`config.mk`:
```
export PLATFORM = sky130hd
export DESIGN_NAME = hex_display_scanner
export DESIGN_NICKNAME = d
export VERILOG_FILES = /design/src/rtl/hex_display_pkg.sv /design/src/rtl/hex_glyph_rom.sv /design/src/rtl/hex_display_scanner.sv
export SDC_FILE = /design/constraint.sdc
export NUM_CORES = 1
export LEC_CHECK = 0
export ABC_AREA = 1
export CORE_AREA = 2 2 61 120
export DETAILED_ROUTE_END_ITERATION = 16
export DIE_AREA = 0 0 63 122
export GPL_TIMING_DRIVEN = 0
export PLACE_DENSITY = 0.79
export SETUP_SLACK_MARGIN = 0.05
export SYNTH_ARGS = -nofsm -noshare
export SYNTH_HDL_FRONTEND = slang
export SYNTH_HIERARCHICAL = 1
export SYNTH_SLANG_ARGS = --single-unit
```
`constraint.sdc`:
```
create_clock -name Clock -period 7.65 [get_ports Clock]
set_clock_uncertainty 0.05 [all_clocks]
set_input_delay 1.53 -clock Clock [delete_from_list [all_inputs] [get_ports Clock]]
set_output_delay 1.53 -clock Clock [all_outputs]
set_load 0.01 [all_outputs]
```
`src/rtl/hex_display_pkg.sv`:
```
// rtl/hex_display_pkg.sv - shared types and glyph constants for the hex digit scanner
package hex_display_pkg;

   typedef enum logic {
      BLANK = 1'b0,
      SHOW  = 1'b1
   } state_t;

   localparam logic [6:0] SEG_OFF = 7'b111_1111;

   // Active-low segments, bit 6 = middle, bit 0 = top
   localparam logic [6:0] GLYPH_TABLE [16] = '{
      7'b100_0000, 7'b111_1001, 7'b010_0100, 7'b011_0000,
      7'b001_1001, 7'b001_0010, 7'b000_0010, 7'b111_1000,
      7'b000_0000, 7'b001_0000, 7'b000_1000, 7'b000_0011,
      7'b100_0110, 7'b010_0001, 7'b000_0110, 7'b000_1110
   };

endpackage

```
`src/rtl/hex_glyph_rom.sv`:
```
// rtl/hex_glyph_rom.sv - combinational nibble to active-low 7-segment glyph lookup
module hex_glyph_rom
   import hex_display_pkg::*;
(
   input  logic [3:0] nibble,
   output logic [0:6] seg
);

   logic [6:0] glyph;

   assign glyph = GLYPH_TABLE[nibble];

   // The bus is declared [0:6]; map by bit number so seg[k] is segment k
   assign seg = {glyph[0], glyph[1], glyph[2], glyph[3], glyph[4], glyph[5], glyph[6]};

endmodule

```
`src/rtl/hex_display_scanner.sv`:
```
// rtl/hex_display_scanner.sv - time-multiplexed scan of a shared-bus 7-segment bank
module hex_display_scanner
   import hex_display_pkg::*;
#(
   parameter int NUM_DIGITS      = 4,
   parameter int TICKS_PER_DIGIT = 50000,
   parameter int BLANK_TICKS     = 16
) (
   input  logic                    Clock,
   input  logic                    Resetn,
   input  logic                    load_valid,
   input  logic [4*NUM_DIGITS-1:0] load_data,
   output logic                    load_ready,
   input  logic                    blank_zeros,
   output logic [0:6]              Display,
   output logic [NUM_DIGITS-1:0]   DigitEn,
   output logic                    frame_done
);

   localparam int MAX_TICKS = (TICKS_PER_DIGIT > BLANK_TICKS) ? TICKS_PER_DIGIT : BLANK_TICKS;
   localparam int CNT_W     = (MAX_TICKS > 1) ? $clog2(MAX_TICKS) : 1;
   localparam int IDX_W     = (NUM_DIGITS > 1) ? $clog2(NUM_DIGITS) : 1;
   localparam int DW        = 4 * NUM_DIGITS;

   localparam logic [CNT_W-1:0] SHOW_LAST  = CNT_W'(TICKS_PER_DIGIT - 1);
   localparam logic [CNT_W-1:0] BLANK_LAST = CNT_W'((BLANK_TICKS > 0) ? BLANK_TICKS - 1 : 0);
   localparam logic [IDX_W-1:0] IDX_LAST   = IDX_W'(NUM_DIGITS - 1);
   // With no dead time the scanner lives entirely in SHOW
   localparam state_t GAP_STATE = (BLANK_TICKS > 0) ? BLANK : SHOW;

   state_t                  state, state_nxt;
   logic [CNT_W-1:0]        cnt, cnt_nxt;
   logic [IDX_W-1:0]        idx, idx_nxt;
   logic [DW-1:0]           shadow, shadow_nxt;
   logic [DW-1:0]           pend_data, pend_data_nxt;
   logic                    pending, pending_nxt;
   logic                    wrap;
   logic [NUM_DIGITS-1:0]   lead_zero;
   logic [3:0]              rom_nibble;
   logic [0:6]              rom_seg;
   logic                    lit_nxt;
   logic [0:6]              display_nxt;
   logic [NUM_DIGITS-1:0]   digit_en_nxt;

   assign load_ready = ~pending;

   always_comb begin
      state_nxt = state;
      cnt_nxt   = cnt + 1'b1;
      idx_nxt   = idx;
      wrap      = 1'b0;
      case (state)
         BLANK: begin
            if (cnt == BLANK_LAST) begin
               state_nxt = SHOW;
               cnt_nxt   = '0;
            end
         end
         SHOW: begin
            if (cnt == SHOW_LAST) begin
               state_nxt = GAP_STATE;
               cnt_nxt   = '0;
               wrap      = (idx == IDX_LAST);
               idx_nxt   = (idx == IDX_LAST) ? '0 : idx + 1'b1;
            end
         end
         default: ;
      endcase
   end

   // A held value only reaches the shadow at a frame wrap, so frames never mix
   always_comb begin
      shadow_nxt    = shadow;
      pending_nxt   = pending;
      pend_data_nxt = pend_data;
      if (wrap && pending) begin
         shadow_nxt  = pend_data;
         pending_nxt = 1'b0;
      end
      if (load_valid && !pending) begin
         pending_nxt   = 1'b1;
         pend_data_nxt = load_data;
      end
   end

   always_comb begin
      lead_zero = '0;
      for (int i = 0; i < NUM_DIGITS; i++) begin
         lead_zero[i] = 1'b1;
         for (int j = i; j < NUM_DIGITS; j++) begin
            if (shadow_nxt[4*j +: 4] != 4'h0) lead_zero[i] = 1'b0;
         end
      end
   end

   // Outputs are registered from next-state values so they move with the state edge
   assign rom_nibble = shadow_nxt[4*idx_nxt +: 4];

   hex_glyph_rom u_glyph (
      .nibble (rom_nibble),
      .seg    (rom_seg)
   );

   always_comb begin
      lit_nxt      = (state_nxt == SHOW) &&
                     !(blank_zeros && (idx_nxt != '0) && lead_zero[idx_nxt]);
      display_nxt  = SEG_OFF;
      digit_en_nxt = '1;
      if (lit_nxt) begin
         display_nxt           = rom_seg;
         digit_en_nxt[idx_nxt] = 1'b0;
      end
   end

   always_ff @(posedge Clock or negedge Resetn) begin
      if (!Resetn) begin
         state      <= GAP_STATE;
         cnt        <= '0;
         idx        <= '0;
         shadow     <= '0;
         pend_data  <= '0;
         pending    <= 1'b0;
         Display    <= SEG_OFF;
         DigitEn    <= '1;
         frame_done <= 1'b0;
      end else begin
         state      <= state_nxt;
         cnt        <= cnt_nxt;
         idx        <= idx_nxt;
         shadow     <= shadow_nxt;
         pend_data  <= pend_data_nxt;
         pending    <= pending_nxt;
         Display    <= display_nxt;
         DigitEn    <= digit_en_nxt;
         frame_done <= wrap;
      end
   end

endmodule

```
==> flow_summary.ini <==
[worst_setup_path]
slowest_stage = clkdlybuf4s50_1
cp_cell_sequence = buf_2, inv_1, clkdlybuf4s50_1
cp.required_ps = 6070
crit_arrival_ps = 1580
path_class = reg2out
cp.buffers_inverters = 3
critPathMaxFanout = 10
r2r_cells = 19
cp.depth = 3
end_kind = output port
cp-start-kind = register
cp_top_family = buffers and inverters
max_stage_delay_ps = 530

[logic_synthesis]
synth_edf_count = 0
ys_warn_count = 6
synth.avg_cell_area_sq_um = 9.13
ys_top_cells_by_area = dfrtp_1, nand2_1, dfstp_2
syn_nets = 386
async_reset_ff_frac = 1.00
synth_top_cell_by_area = dfrtp_1
seq_area_frac_synth = 0.496
synth_cell_type_count = 30
synth.top_cell.area_share = 0.407
ys_ff_latch = 64
synth_ff_type = dfrtp_1
syn_area_sq_mm = 0.00326
syn_inst = 357

[timing]
period_minus_slack_ps = 3160
fin_tns_setup_ps = 0
period_share = 0.413
slew_viol_final = 0
worst_pin_slew_ps = 553
setup_violations = 0
postLayoutSetupSlackWorst_ps = 4490
fmax_mhz = 316
maxSlewHeadroom = 0.631
hold_viol_final = 0
rsz0062_at_grt = false

[route]
first_iter_violations = 110
vias = 2441
drcViolationCount = 0
vias_per_cell = 4.92
drt_first_pass_iters = 4
ant_nets = 0
wl_per_cell_microns = 12.1
wl_mm = 6.00

[grt]
grt_max_degree = 40
antenna_found_initial = 0
grt_overflow_total = 0
grt_pass1_wl_mm = 10.8
track_usage = 0.179
grt_pass1_vias = 2394

[clocking]
cts_made_buffers = 9
cts-resized-gates = 0
max-clock-path-buffers = 2
post_cts_buffers = 0
tritoncts = built
clk_pin_slew_ps = 50
ctsHoldBuffers = 0
clockRootBuffer = clkbuf_16
cts.sinks = 64
htreeDepth = 3
clk_latency_ps = 320

[die]
die_height_microns = 122
rows = 43
start_util = 0.477
dieArea_sq_mm = 0.00769
coreArea_sq_mm = 0.00683
die_w_microns = 63
io_pins = 33

[placed_design]
port_buffers = 32
dp_hpwl_mm = 4.47
globalplace.congestion = 0.771
place_ws_ps = 4530

[run]
drv_cap = 0

[power_and_ir_drop]
peakVddDrop_mv = 0.197
p_leak_nw = 1.99
powerDensity_mw_per_mm2 = 194

[cells_and_area]
diodes = 0
nets = 430
drive_above_1_share = 0.222
syn2layout_area_growth_pct = 22.8

[min_path]
whs_path_depth = 1
hp-class = reg2reg

[status]
outcome = finished clean
[layout make-up]
type                    count  area [sq um]
fillers                   593          2830
flip-flops and latches     64          1620
multi-input cells         238          1400
repair buffers             33           335
clock buffers               9           225
inverters                  46           173
well taps                  90           113
clock inverters             7          70.1
plain buffers               9          68.8
[synth_stat cells (all sizes together) (2+ instances only)]
| library cell | n |
|---|---|
| a21oi | 6 |
| mux2 | 14 |
| buf | 8 |
| nand3 | 35 |
| a22oi | 7 |
| dfrtp | 53 |
| xor2 | 5 |
| nor2 | 35 |
| nor3 | 4 |
| nor4 | 2 |
| dfstp | 11 |
| ha | 9 |
| nand2 | 101 |
| nand4 | 8 |
| o21ai | 7 |
| inv | 45 |
| nor3b | 3 |
[flip-flops by register name (all words and copies together) (netlist names)]
register	flops
pend_data	16
idx	2
frame_done	1
pending	1
cnt	16
DigitEn	4
Display	7
shadow	16
state	1
[cell usage in the layout (no fill, tap or decap), drive strengths merged, types with 10 or more instances in the layout]
cell type / instances
nand2: 101
dfrtp: 53
inv: 46
nor2: 35
nand3: 35
clkdlybuf4s50: 31
mux2: 14
dfstp: 11
clkbuf: 10
buf: 10
[metal layers]
layer	GRT usage	wire [microns]
met1	0.212	2510
met2	0.307	3120
met3	0.0351	255
met4	0.0875	110
met5	0	0
[power by group]
| group | internal, mW | switching, mW | leakage (nW) |
|---|---|---|---|
| Combinational | 0.0158 | 0.0107 | 1.04 |
| Clock | 0.251 | 0.144 | 0.146 |
| Sequential | 0.349 | 0.00507 | 0.806 |
[worst paths after layout]
kind / start / to / slack, ps
worst min-delay path: cnt[0] / cnt[0] / 420
max in group asynchronous: Resetn / shadow[1] / 5820
min in group asynchronous: Resetn / cnt[10] / 1140
worst min register to register: cnt[0] / cnt[0] / 420
worst max-delay path: pending / load_ready / 4490
worst max register to register: cnt[0] / Display[3] / 4850
[per-stage QoR]
stage                     total power [mW]  instances   util  instance area, sq um  hold slack, ps
final                                0.777        496  0.586                  4000             423
after floorplan                      0.367        357      -                  3260             383
after global placement               0.385        479  0.540                  3690             401
after CTS                            0.785        496  0.586                  4000             428
after global routing                 0.804        496  0.586                  4000             452
after detailed placement             0.387        480  0.543                  3710             421
[cell families (layout without fill, tap and decap cells)]
group,count (synthesis),after routing,synth area share
AO/OA/AOI/OAI,22,22,0.0415
XOR/XNOR,5,5,0.0134
adder cells (fa/ha/maj),9,9,0.0345
buffers and inverters,55,104,0.0741
flip-flops,64,64,0.496
multiplexers,14,14,0.0484
AND/OR/NAND/NOR,188,188,0.293
Power figures use the tool's default switching activity.
